File: src/rtl/counter_pkg.sv
// Shared definitions for the PWM counter control slice: mode encoding,
// shadow-transfer state encoding and default widths.
package counter_pkg;

    localparam int COUNTER_W_DEFAULT  = 16;
    localparam int PRESCALE_W_DEFAULT = 8;

    localparam logic [1:0] MODE_UP   = 2'b00;
    localparam logic [1:0] MODE_DOWN = 2'b01;
    localparam logic [1:0] MODE_HOLD = 2'b10;

    typedef enum logic {
        ST_IDLE    = 1'b0,
        ST_PENDING = 1'b1
    } shadow_state_e;

    // Modes 10 and 11 both freeze the counter, so only the upper bit matters.
    function automatic logic mode_is_hold(input logic [1:0] mode);
        return mode[1];
    endfunction

endpackage

File: src/rtl/counter_prescaler.sv
// Programmable clock-enable generator: o_ce pulses once every
// (i_prescale + 1) cycles while enabled, registered one cycle after terminal count.
module counter_prescaler #(
    parameter int prescale_width = 8
) (
    input  logic                      i_clk,
    input  logic                      i_rst,
    input  logic                      i_enable,
    input  logic [prescale_width-1:0] i_prescale,
    output logic                      o_ce
);

    logic [prescale_width-1:0] r_count;
    logic                      r_ce;

    // The >= compare lets a lowered divide value wrap immediately instead of
    // running the count all the way around.
    always_ff @(posedge i_clk) begin
        if (i_rst) begin
            r_count <= '0;
            r_ce    <= 1'b0;
        end else if (!i_enable) begin
            r_count <= '0;
            r_ce    <= 1'b0;
        end else if (r_count >= i_prescale) begin
            r_count <= '0;
            r_ce    <= 1'b1;
        end else begin
            r_count <= r_count + 1'b1;
            r_ce    <= 1'b0;
        end
    end

    assign o_ce = r_ce;

endmodule

File: src/rtl/counter_shadow_ctrl.sv
// Upstream control for the up/down PWM counter: prescaled clock-enable plus
// shadowed compare/duty registers that only change at a period boundary.
module counter_shadow_ctrl
    import counter_pkg::*;
#(
    parameter int counter_width  = COUNTER_W_DEFAULT,
    parameter int prescale_width = PRESCALE_W_DEFAULT
) (
    input  logic                      i_clk,
    input  logic                      i_rst,
    input  logic                      i_enable,
    input  logic [prescale_width-1:0] i_prescale,
    input  logic [1:0]                i_counter_mode,
    input  logic [counter_width-1:0]  i_counter,
    input  logic                      i_wr_valid,
    output logic                      o_wr_ready,
    input  logic [counter_width-1:0]  i_wr_compare,
    input  logic [counter_width-1:0]  i_wr_duty,
    output logic                      o_ce,
    output logic [counter_width-1:0]  o_compare_value,
    output logic [counter_width-1:0]  o_duty,
    output logic                      o_update,
    output logic                      o_pending
);

    logic w_ce;

    counter_prescaler #(
        .prescale_width(prescale_width)
    ) u_prescaler (
        .i_clk      (i_clk),
        .i_rst      (i_rst),
        .i_enable   (i_enable),
        .i_prescale (i_prescale),
        .o_ce       (w_ce)
    );

    shadow_state_e              r_state;
    shadow_state_e              w_state_next;
    logic [counter_width-1:0]   r_sh_compare;
    logic [counter_width-1:0]   r_sh_duty;
    logic [counter_width-1:0]   r_compare;
    logic [counter_width-1:0]   r_duty;
    logic                       r_update;

    logic w_boundary;
    logic w_idle;
    logic w_accept;
    logic w_apply;

    // Boundary coincides with the edge on which the counter itself wraps,
    // so the counter's very next comparison already sees the new values.
    always_comb begin
        w_boundary = 1'b0;
        if (w_ce) begin
            if (i_counter_mode == MODE_UP) begin
                w_boundary = (i_counter == r_compare);
            end else if (i_counter_mode == MODE_DOWN) begin
                w_boundary = (i_counter == '0);
            end
        end
    end

    assign w_idle = !i_enable || mode_is_hold(i_counter_mode);

    always_comb begin
        w_state_next = r_state;
        w_accept     = 1'b0;
        w_apply      = 1'b0;
        case (r_state)
            ST_IDLE: begin
                if (i_wr_valid) begin
                    w_accept     = 1'b1;
                    w_state_next = ST_PENDING;
                end
            end
            ST_PENDING: begin
                if (w_boundary || w_idle) begin
                    w_apply      = 1'b1;
                    w_state_next = ST_IDLE;
                end
            end
            default: begin
                w_state_next = ST_IDLE;
            end
        endcase
    end

    always_ff @(posedge i_clk) begin
        if (i_rst) begin
            r_state      <= ST_IDLE;
            r_sh_compare <= '0;
            r_sh_duty    <= '0;
            r_compare    <= '1;
            r_duty       <= '0;
            r_update     <= 1'b0;
        end else begin
            r_state  <= w_state_next;
            r_update <= w_apply;
            if (w_accept) begin
                r_sh_compare <= i_wr_compare;
                r_sh_duty    <= i_wr_duty;
            end
            if (w_apply) begin
                r_compare <= r_sh_compare;
                r_duty    <= r_sh_duty;
            end
        end
    end

    assign o_ce            = w_ce;
    assign o_compare_value = r_compare;
    assign o_duty          = r_duty;
    assign o_update        = r_update;
    assign o_pending       = (r_state == ST_PENDING);
    assign o_wr_ready      = (r_state == ST_IDLE);

endmodule

File: config.mk
export PLATFORM = sky130hd
export DESIGN_NAME = counter_shadow_ctrl
export DESIGN_NICKNAME = d
export VERILOG_FILES = /design/src/rtl/counter_pkg.sv /design/src/rtl/counter_prescaler.sv /design/src/rtl/counter_shadow_ctrl.sv
export SDC_FILE = /design/constraint.sdc
export NUM_CORES = 1
export LEC_CHECK = 0
export CAP_MARGIN = 20
export CORE_UTILIZATION = 51
export DETAILED_ROUTE_END_ITERATION = 6
export PLACE_DENSITY = 0.88
export SETUP_SLACK_MARGIN = 0.5
export SLEW_MARGIN = 20
export SYNTH_ARGS = -nofsm -noshare
export SYNTH_HDL_FRONTEND = slang
export SYNTH_SLANG_ARGS = --single-unit
File: constraint.sdc
create_clock -name i_clk -period 4.75 [get_ports i_clk]
set_input_delay 0.475 -clock i_clk [delete_from_list [all_inputs] [get_ports i_clk]]
set_output_delay 0.475 -clock i_clk [all_outputs]
set_load 0.005 [all_outputs]
==> results of run 1 <==
per-layer routing:
layer / vias up / track usage / part of all wire
met3: 21 / 0.0659 / 0.064
met4: 0 / 0.102 / 0.027
met1: 1269 / 0.268 / 0.41
li1: 1412 / - / -
met5: - / 0 / 0
met2: 96 / 0.408 / 0.50
path summary, 6_finish.rpt:
check / startpoint / to / slack, ns
setup reg to reg: o_compare_value[2]$_SDFFE_PP1P_ / o_duty[9]$_SDFFE_PP0P_ / 2.55
setup / recovery: i_counter[0] / o_duty[9]$_SDFFE_PP0P_ / 2.28
hold reg to reg: r_sh_compare[8]$_SDFFE_PP0P_ / r_sh_compare[8]$_SDFFE_PP0P_ / 0.46
hold / removal: r_sh_compare[8]$_SDFFE_PP0P_ / r_sh_compare[8]$_SDFFE_PP0P_ / 0.46
where the power goes:
part	total (mW)	internal [mW]	switching [mW]
logic	0.201	0.114	0.0868
clock network	0.577	0.345	0.232
registers	0.685	0.660	0.0243
registers in the layout, summed over array words and instances, names as in the netlist:
register and count:
o_update 1, u_prescaler.o_ce 1, o_pending 1, r_sh_compare 16, o_compare_value 16, o_duty 16, r_sh_duty 16, u_prescaler.r_count 8
synthesized netlist by cell type:
library cell / count / area share
sky130_fd_sc_hd__nand2b_1: 34 / 0.065
sky130_fd_sc_hd__xnor2_1: 2 / 0.0053
sky130_fd_sc_hd__nor3_2: 1 / 0.0030
sky130_fd_sc_hd__a31oi_4: 1 / 0.0065
sky130_fd_sc_hd__nand4_1: 3 / 0.0057
sky130_fd_sc_hd__nor2_1: 34 / 0.039
sky130_fd_sc_hd__nor4b_1: 1 / 0.0027
sky130_fd_sc_hd__ha_1: 9 / 0.034
sky130_fd_sc_hd__buf_1: 1 / 0.0011
sky130_fd_sc_hd__a31o_1: 1 / 0.0027
sky130_fd_sc_hd__mux2i_1: 32 / 0.097
sky130_fd_sc_hd__dfxtp_1: 75 / 0.46
sky130_fd_sc_hd__inv_1: 11 / 0.013
sky130_fd_sc_hd__clkbuf_1: 19 / 0.022
sky130_fd_sc_hd__xor2_1: 20 / 0.053
sky130_fd_sc_hd__buf_6: 3 / 0.010
sky130_fd_sc_hd__nor4_1: 6 / 0.011
sky130_fd_sc_hd__and3_1: 2 / 0.0038
sky130_fd_sc_hd__o2bb2ai_1: 1 / 0.0027
sky130_fd_sc_hd__nand2_1: 65 / 0.074
sky130_fd_sc_hd__nor3_1: 10 / 0.015
sky130_fd_sc_hd__nor2b_1: 2 / 0.0038
sky130_fd_sc_hd__a21o_1: 4 / 0.0091
sky130_fd_sc_hd__o21ai_0: 2 / 0.0030
sky130_fd_sc_hd__a21oi_1: 35 / 0.053
sky130_fd_sc_hd__nand3_1: 4 / 0.0061
cell usage in the layout, fill, tap and decap left out, drive strengths merged, types with 3 or more instances in the layout:
| cell type | instances |
|---|---|
| nand2b | 34 |
| a21oi | 35 |
| clkbuf | 10 |
| nand4 | 3 |
| xor2 | 20 |
| buf | 4 |
| dfxtp | 75 |
| nand3 | 4 |
| nand2 | 65 |
| inv | 11 |
| bufinv | 3 |
| nor2 | 34 |
| mux2i | 32 |
| nor3 | 11 |
| nor4 | 6 |
| clkdlybuf4s50 | 96 |
| ha | 9 |
| a21o | 4 |
metrics by stage:
step | total power [mW] | hold WS (ns) | utilization
2_1_floorplan | 0.792 | 0.437 | -
3_3_place_gp | 0.891 | 0.443 | 0.703
3_5_place_dp | 0.898 | 0.447 | 0.703
4_1_cts | 1.47 | 0.457 | 0.741
5_1_grt | 1.51 | 0.471 | 0.742
6_report | 1.46 | 0.458 | 0.742
final cells by class:
| cell class | count | area share |
|---|---|---|
| clock buffer | 10 | 0.0284 |
| clock inverter | 5 | 0.0228 |
| inverter | 11 | 0.00919 |
| multi-input combinational | 269 | 0.365 |
| sequential | 75 | 0.334 |
| tap | 75 | 0.0209 |
| timing repair buffer | 100 | 0.220 |
worst reg2reg max path: stages (launching register included):
cell and delay, ns:
sky130_fd_sc_hd__dfxtp_1 0.41, sky130_fd_sc_hd__xor2_1 0.27, sky130_fd_sc_hd__nor4_1 0.12, sky130_fd_sc_hd__nand4_1 0.12, sky130_fd_sc_hd__nor3_2 0.07, sky130_fd_sc_hd__a31oi_4 0.41
sky130_fd_sc_hd__buf_4 0.48, sky130_fd_sc_hd__mux2i_1 0.25
kinds of logic after synthesis:
family,after synthesis
adder cells (fa/ha/maj),9
AO/OA/AOI/OAI,44
flip-flops,75
AND/OR/NAND/NOR,162
buffers and inverters,34
multiplexers,32
XOR/XNOR,22
==> impl_metrics.toml, run 1 <==
[setup_path]
crit_top_cell = "sky130_fd_sc_hd__nor4_1"
path_cells = "clkdlybuf4s50_1 > nor4_1 > nand4_1 > nor4_1 > a31o_1 > a31oi_4 > buf_4 > mux2i_1"
critical_path.n_buffers_inverters = 2
timing.critical_path.from_type = "primary input"
worstSetupPathType = "primary input to flip-flop"
critPathCaptureType = "flip-flop"
required_arrival_time_at_the_worst_endpoint_ns = 4.97
timing.critical_path.depth = 8
critPathMaxStageDelay_ns = 0.46
worst-endpoint-arrival_ns = 2.69
critical_path.max_fanout = 26
critical-path-top-delay-family = "simple AND/OR/NAND/NOR gates"
critical-path-slowest-cell = "sky130_fd_sc_hd__clkdlybuf4s50_1"
r2r.worst_path.cells = 7

[cells_and_area]
final-instance-count-excl-fill = 545
layout-area-overhead-vs-synth_pct = 36.8
layout_nets = 537
antenna_cells = 0
sequential_cell_area_um2 = 1500
nFillCells = 448
final_area_um2 = 4490
multi_input_area_um2 = 1640
layout_cell_share_with_drive_strength_beyond_1 = 0.0468

[clock_tree]
tritoncts = "yes"
cts_max_level = 3
cts_resized = 0
clock-sinks = 75
cts_hold_buffers = 0
clock-root-buffer = "sky130_fd_sc_hd__clkbuf_8"
worst_setup_hold_path_clk_slew_ns = 0.08
clock_latency_at_the_later_pin_of_the_worst_skew_pair_ns = 0.34
cts_setup_buffers = 0
tritoncts.num_buffers = 9
cts_buffer_depth = 2

[detailed_routing]
first_iter_violations = 114
detail_route.wirelength_mm = 7.68
avgViaCountPerCell = 5.13
drt_antenna_net_count = 0
routed-via-count = 2798
drc = 0
routedWlPerCell_um = 14.1
drt_pre_antenna_iters = 4

[floorplanning]
die_height_um = 82.3
die_w_um = 82.3
num_rows = 28
ports_placed_on_the_boundary = 98
die-area_um2 = 6770
initial_core_utilization = 0.542
coreArea_um2 = 6060

[placement]
numPortBuffers = 97
post-dp-hpwl_mm = 5.39
placement.cell_area_um2 = 4260
placed_cells_incl_taps = 530
gpl.final_weighted_congestion = 0.872
worst_slack_after_detailed_placement_ns = 1.97

[synthesis]
synth_nets = 449
synthesis.instances = 378
synth_xor_xnor_area_share = 0.0586
synthesis.yosys.warnings = 0
dominant_combinational_cell_family_by_area_after_synthesis = "simple AND/OR/NAND/NOR gates"
syn-mean-instance-area_um2 = 8.69
synth-seq-cells = 75
multiplexer_share_of_the_synthesized_area = 0.0975
simple_logic_cell_fraction_of_the_synthesized_area = 0.230
synth-adder-area-share = 0.0343
post_synthesis_cell_type_count = 26
register_area_share_after_synthesis = 0.457
syn-cell-area_um2 = 3290
fraction_of_the_mapped_netlist_area_in_compound_gates = 0.0773

[timing]
timing.final.crit_share = 0.521
worst-slew-pin-transition_ns = 0.893
setup-tns-final_ns = 0
final-hold-violation-count = 0
setup_violations = 0
headroom_to_the_max_slew_limit = 0.405
timing.final.max_slew_violations = 0
finalCriticalPeriod_ns = 2.47
worst_clock_skew_on_the_final_layout_ns = 0.00540
max_freq_mhz = 404
final.setup.worst_slack_ns = 2.28
rsz0062_at_grt = "no"

[worst_hold_path]
hold_path.class = "flip-flop to flip-flop"
hold_path_depth = 2

[global_route]
grt_first_pass_wirelength_mm = 11.7
grt_max_degree = 61
gr-usage-all-layers = 0.235
grt_pass1_vias = 2627
grt-ovfl-total = 0
antenna_found_initial = 0

[pwr]
pwr_density_cell_nw_per_um2 = 326
leakage_nw = 1.90
peak_supply_drop_v = 0.000212

[job]
max_cap_viol_count = 0

[status]
run_status = "finished, final reports clean"
No activity file was read; power rests on OpenSTA's default activity.
==> run 2, diff against run 1 <==
Settings changed: CORE_UTILIZATION 51 to 42, PLACE_DENSITY 0.88 to 0.77.
Clock period 4.75 ns to 2.04 ns, I/O delays scaled along.
==> impl_metrics.toml, run 2 (synthesis results as in run 1) <==
[floorplanning]
coreArea_um2 = 7410
ports_placed_on_the_boundary = 98
die_height_um = 90.4
die_w_um = 90.4
num_rows = 31
die-area_um2 = 8180
initial_core_utilization = 0.444

[setup_path]
required_arrival_time_at_the_worst_endpoint_ns = 2.28
setup.reg_to_reg.worst_slack_ns = 0.22
critical_path.max_fanout = 15
timing.critical_path.from_type = "primary input"
critPathMaxStageDelay_ns = 0.47
critical-path-slowest-cell = "sky130_fd_sc_hd__clkdlybuf4s50_1"
critPathCaptureType = "flip-flop"
worst-endpoint-arrival_ns = 2.08
worstSetupPathType = "primary input to flip-flop"
path_cells = "clkdlybuf4s50_1 > nor4_2 > nand4_1 > nor4_4 > a31o_1 > a31oi_4 > buf_12 > mux2i_1"

[cells_and_area]
sequential_cell_area_um2 = 1530
multi_input_area_um2 = 1790
antenna_cells = 0
layout-area-overhead-vs-synth_pct = 46.3
layout_nets = 551
mostFrequentLayoutCell = "sky130_fd_sc_hd__clkdlybuf4s50_1"
layout_cell_share_with_drive_strength_beyond_1 = 0.153
final-instance-count-excl-fill = 584
most-common-layout-cells = "94 x sky130_fd_sc_hd__clkdlybuf4s50_1, 65 x sky130_fd_sc_hd__nand2_1, 60 x sky130_fd_sc_hd__dfxtp_1"
nFillCells = 621

[placement]
gpl.final_weighted_congestion = 0.823
placed_cells_incl_taps = 563
worst_slack_after_detailed_placement_ns = -0.274
post-dp-hpwl_mm = 5.69
numPortBuffers = 97

[clock_tree]
clock-root-buffer = "sky130_fd_sc_hd__clkbuf_8"
cts_buffer_depth = 2
cts_hold_buffers = 0
clock_latency_at_the_later_pin_of_the_worst_skew_pair_ns = 0.35
tritoncts.num_buffers = 9
clock-sinks = 75
cts_max_level = 3
tritoncts = "yes"
worst_setup_hold_path_clk_slew_ns = 0.08

[pwr]
total_switching_power_mw = 0.881
sw_frac_of_total = 0.277
peak_supply_drop_v = 0.000483
leakage_nw = 2.00
power.sequential.fraction = 0.502
comb_power_share = 0.162
fin_total_pwr_mw = 3.18
pwr_density_cell_nw_per_um2 = 662
internal_power_mw = 2.30
share_clk_of_total_power = 0.336

[detailed_routing]
first_iter_violations = 86
drc = 0
drt_antenna_net_count = 0
routedWlPerCell_um = 13.8
routed-via-count = 2843
avgViaCountPerCell = 4.87
drt_pre_antenna_iters = 4
detail_route.wirelength_mm = 8.05

[job]
max_cap_viol_count = 0

[worst_hold_path]
hold_path.class = "primary input to flip-flop"

[timing]
final.hold.worst_slack_ns = 0.394
worst_clock_skew_on_the_final_layout_ns = 0.0106
headroom_to_the_max_slew_limit = 0.595
finalCriticalPeriod_ns = 1.84
setup-tns-final_ns = 0
final-hold-violation-count = 0
setup_violations = 0
max_freq_mhz = 544
timing.final.crit_share = 0.901
timing.final.max_slew_violations = 0
final.setup.worst_slack_ns = 0.202
worst-slew-pin-transition_ns = 0.608
rsz0062_at_grt = "yes"

[global_route]
grt_max_degree = 99
grt_pass1_vias = 2740
gr-usage-all-layers = 0.200
grt-ovfl-total = 0
antenna_found_initial = 0
grt_first_pass_wirelength_mm = 13.1

[status]
run_status = "finished, final reports clean"
## run 2: cell types whose count changed in the layout (fill, tap and decap cells not counted), moves of 4 or more
cell	before	now
sky130_fd_sc_hd__buf_4	3	12
sky130_fd_sc_hd__buf_12	0	4
sky130_fd_sc_hd__nor3_1	10	2
sky130_fd_sc_hd__nor3_2	1	7
sky130_fd_sc_hd__dfxtp_1	75	60
sky130_fd_sc_hd__dfxtp_2	0	13
## run 2: timing repair
item | 4_1_cts | 5_1_grt
setup endpoints to repair | 46 | 48
setup buffers | 1 | 3
pin swaps | 10 | 8
cloned | 1 | 0
gates resized for setup | 15 | 15
## run 2: worst paths after layout
check	depth (start not counted)	startpoint	endpoint
hold / removal	3	i_rst	r_sh_compare[13]$_SDFFE_PP0P_
hold reg to reg	2	r_sh_compare[13]$_SDFFE_PP0P_	r_sh_compare[13]$_SDFFE_PP0P_
setup reg to reg	7	o_compare_value[9]$_SDFFE_PP1P_	o_duty[6]$_SDFFE_PP0P_
setup / recovery	8	i_counter[10]	o_duty[6]$_SDFFE_PP0P_
## run 2: layout make-up
cell class / instances / share of cell area
Timing Repair Buffer: 113 / 0.237
Clock inverter: 7 / 0.0128
Clock buffer: 9 / 0.0258
Tap cell: 99 / 0.0258
Sequential cell: 75 / 0.317
Multi-Input combinational cell: 270 / 0.372
Inverter: 11 / 0.00859
## run 2: per-stage QoR
stage | area [um^2] | utilization
finish | 4810 | 0.649
global route | 4810 | 0.649
CTS | 4730 | 0.639
detailed placement | 4470 | 0.603
global placement | 4470 | 0.603
floorplan | 3360 | -
## run 2: power by group through the flow
stage               combinational (mW)  clock [mW]  sequential [mW]
global placement                 0.485           0             1.63
CTS                              0.513        1.10             1.60
global route                     0.561        1.15             1.61
finish                           0.517        1.07             1.60
floorplan                        0.231           0             1.62
detailed placement               0.496           0             1.63
## run 2: routing by layer
| layer | part of all wire | vias to the layer above | track usage |
|---|---|---|---|
| li1 | - | 1447 | - |
| met1 | 0.44 | 1324 | 0.240 |
| met2 | 0.51 | 64 | 0.361 |
| met3 | 0.042 | 8 | 0.0455 |
| met4 | 0.0092 | 0 | 0.0484 |
| met5 | 0 | - | 0 |
## run 2: critical path: cells and delay by family
kind,cells,cell delay (ns)
buf+inv,2,0.67
compound gates,2,0.33
simple gates,3,0.76
mux,1,0.12
==> RTL edit 1, RTL diff (config.mk and constraints of run 2) <==
Reset style: asynchronous (`i_rst`), changed in 2 clocked blocks.
--- a/src/rtl/counter_prescaler.sv
+++ b/src/rtl/counter_prescaler.sv
@@ -16,5 +16,5 @@
     // The >= compare lets a lowered divide value wrap immediately instead of
     // running the count all the way around.
-    always_ff @(posedge i_clk) begin
+    always_ff @(posedge i_clk or posedge i_rst) begin
         if (i_rst) begin
             r_count <= '0;
--- a/src/rtl/counter_shadow_ctrl.sv
+++ b/src/rtl/counter_shadow_ctrl.sv
@@ -87,5 +87,5 @@
     end
 
-    always_ff @(posedge i_clk) begin
+    always_ff @(posedge i_clk or posedge i_rst) begin
         if (i_rst) begin
             r_state      <= ST_IDLE;
Behaviour: differs if i_rst is asserted again (counterexample within 4 cycles, from zero or initial values and one cycle with i_rst high); with i_rst held inactive, the same outputs for 10 cycles.
==> RTL edit 1 against run 2 <==
  * The run now ends with setup timing left
  * Count of clock-buffer cells in the layout rose by 2
  * Wire length fell by 2.9%
  * Sequential cell count did not move
  * Cell count fell by 19%
  * Area after synthesis rose by 0.42%
  * Design area rose by 5.1%
  * Register-to-register slack got worse by 0.39 ns
  * First-iteration DRC count fell by 27%
  * Worst setup slack got worse by 0.37 ns
  * Non-clock buffer count rose by 20
  * Highest routed layer unchanged
Power is not compared: it rests on default switching activity, and its combinational part moved more than twofold at a synthesized area within 25%.
==> RTL edit 1: results <==
[timing]
setup_viol = 32
finClkSkew_ns = 0.0112
fin_setup_tns_ns = -3.86
max_slew.worst_pin.slew_ns = 0.507
whs_ns = 0.248
fin_ws_ns = -0.172

[global_routing]
grt_pass1_vias = 2585
grt_first_pass_wirelength_um = 12600

[yosys]
yosysSeqAreaShare_pct = 57.5
synth_async_sr_flop_share_pct = 100
ys_types = 31

[run_status]
status = "finished with violations"
violations = "setup timing"

[critical_path]
cp_top_family = "flip-flops"
cp_max_fo = 10
cpPeakStageDelay_ns = 0.57
critPathSlowestCell = "dfstp_2"
arrival_ns = 2.43
reg2reg_from = "o_compare_value[4]$_DFFE_PP1P_"
start_kind = "flop"

[placement]
gp_congestion = 0.836
pre_cts_ws_ns = -0.366

[layout]
drive_gt1_share_pct = 39.6

[route]
wl_met2_um = 4150
wl_met1_um = 3140
first_iter_violations = 63
wl_met3_um = 311
[RTL edit 1: layout make-up]
cell class	instances	area [µm²]
clock inverters	5	61.3
well taps	99	124
repair buffers	133	1300
multi-input cells	140	1480
fillers	558	2360
clock buffers	11	141
flip-flops and latches	75	1900
inverters	12	48.8
[RTL edit 1: cells by family after synthesis]
group / Yosys count / share of synthesized area, %
muxes: 64 / 21.8
DFF: 75 / 57.5
xor gates and xnor gates: 22 / 5.84
and+or+nand+nor: 28 / 4.93
buffers and inverters: 20 / 2.96
AOI/OAI and AO/OA: 17 / 3.53
adders and majority gates: 9 / 3.41
[RTL edit 1: path summary, 6_finish.rpt]
| check | endpoint |
|---|---|
| max | o_duty[0]$_DFFE_PP0P_ |
| min in group i_clk | r_sh_duty[12]$_DFFE_PP0P_ |
| min reg2reg | o_duty[8]$_DFFE_PP0P_ |
| max in group asynchronous | o_compare_value[7]$_DFFE_PP1P_ |
| max reg2reg | o_duty[0]$_DFFE_PP0P_ |
| min | o_duty[5]$_DFFE_PP0P_ |
[RTL edit 1: metrics by stage]
step                      cells  util (%)  cell area (µm²)
final                       475      68.2             5050
after global routing        475      68.2             5050
after CTS                   473      66.5             4920
after detailed placement    450      62.6             4640
after global placement      450      62.6             4640
after floorplan             235         -             3350
[RTL edit 1: layer usage]
metal | vias to the layer above | track usage (%)
li1 | 1100 | -
met2 | 66 | 35.7
met5 | - | 0
met3 | 13 | 3.70
met1 | 1185 | 22.4
met4 | 0 | 9.95
[RTL edit 1: timing repair]
action                                  CTS  global route
resized for setup                        30            21
endpoints found under the setup margin   61            44
pin swaps                                 1             3
setup buffers                             6             1
gates cloned                              1             1
==> RTL edit 2, RTL diff (config.mk and constraints of run 2) <==
Made on the original files. `PRESCALE_W_DEFAULT`: 8 -> 12.
--- a/src/rtl/counter_pkg.sv
+++ b/src/rtl/counter_pkg.sv
@@ -4,5 +4,5 @@
 
     localparam int COUNTER_W_DEFAULT  = 16;
-    localparam int PRESCALE_W_DEFAULT = 8;
+    localparam int PRESCALE_W_DEFAULT = 12;
 
     localparam logic [1:0] MODE_UP   = 2'b00;
Ports: changed (resized i_prescale); port bits go from 98 to 102. The function was not compared with the original's and may differ.
==> RTL edit 2 against run 2 <==
  * Worst setup slack worse by 0.18 ns
  * Non-clock buffer count is 16 higher
  * Wire length is 11% higher
  * Total power is 14% higher
  * Design area is 9.6% higher
  * Cell count is 9.8% higher
  * Clock power is 30% higher
  * Synthesized cell count is 9.5% higher
  * Area after synthesis is 5.8% higher
  * Combinational power is 12% higher
  * Core utilization is 2.2 points higher
  * Register-to-register slack worse by 0.20 ns
  * Sequential cell count is 4 higher
  * Critical path type is now flop to flop
  * Critical endpoint is now u_prescaler.r_count[11]$_SDFF_PP0_
  * Largest cell class unchanged
  * Largest power group unchanged
  * Highest routed layer unchanged
==> RTL edit 2: results <==
[run_status]
status = "finished, final reports clean"

[route]
wl_met2_um = 4620
wl_met3_um = 302
routed_via_density = 4.86
wl_per_cell_um = 13.9
wl_met1_um = 3770
first_iter_violations = 87

[critical_path]
crit_type = "flop to flop"
critPathSlowestCell = "dfxtp_2"
r2r_cells = 9
cpPeakStageDelay_ns = 0.34
critPathLaunch = "u_prescaler.r_count[0]$_SDFF_PP0_"
cp_top_family = "compound AO/OA/AOI/OAI gates"
arrival_ns = 2.30

[layout]
num-fill-cells = 652
antenna_cells = 0
fin_nets = 613
drive_gt1_share_pct = 13.9

[yosys]
synth-compound-area-share_pct = 8.24
synthAdderAreaFrac_pct = 4.68
synth_area_leaders = "dfxtp_1 (46%), nand2_1 (11%), mux2i_1 (9.2%)"
ys_types = 32
synth-xor-area-share_pct = 6.55
syn-num-nets = 493
synth_commonest_cells = "nand2_1 (101), dfxtp_1 (79), nor2_1 (51), a21oi_1 (33), mux2i_1 (32)"
yosysSeqAreaShare_pct = 45.5
muxShareOfSynthArea_pct = 9.22

[pwr]
p_clk_w = 0.00139
clkPwrFrac_pct = 38.1
p_switching_w = 0.000862
leakage_nw = 2.32
seq_cell_power_w = 0.00168

[clock_tree]
cts_setup_buffers = 7
cts_resized = 22

[timing]
finClkSkew_ns = 0.0103
max_slew.worst_pin.slew_ns = 0.539

[global_routing]
grt_first_pass_wirelength_um = 14400
grt_max_degree = 43
grt_use_total_pct = 21.3

[placement]
io_buffer_count = 101
gp_congestion = 0.821
post-dp-hpwl_um = 6070

[hold_path]
hold_end = "o_pending$_SDFF_PP0_"
## RTL edit 2: metal layers
metal	global-route usage (%)	up-vias
li1	-	1601
met1	24.5	1432
met2	39.6	66
met3	2.85	15
met4	8.08	0
met5	0	-
## RTL edit 2: stage by stage
stage          instance area [µm²]  instances  worst slack, ns  hold slack, ns
6_report                      5270        641           0.0199           0.329
5_1_grt                       5270        641          -0.0850           0.337
4_1_cts                       5160        638           0.0334           0.320
3_5_place_dp                  4680        612           -0.288           0.447
3_3_place_gp                  4680        612           -0.168           0.428
2_1_floorplan                 3500        414            0.200           0.340
## RTL edit 2: area by class of cell
type | count | area [µm²] | share of cell area, %
Tap cell | 102 | 128 | 2.42
Inverter | 18 | 67.6 | 1.28
Sequential cell | 79 | 1600 | 30.3
Clock buffer | 10 | 128 | 2.42
Timing Repair Buffer | 129 | 1370 | 25.9
Multi-Input combinational cell | 297 | 1860 | 35.4
Clock inverter | 6 | 116 | 2.21
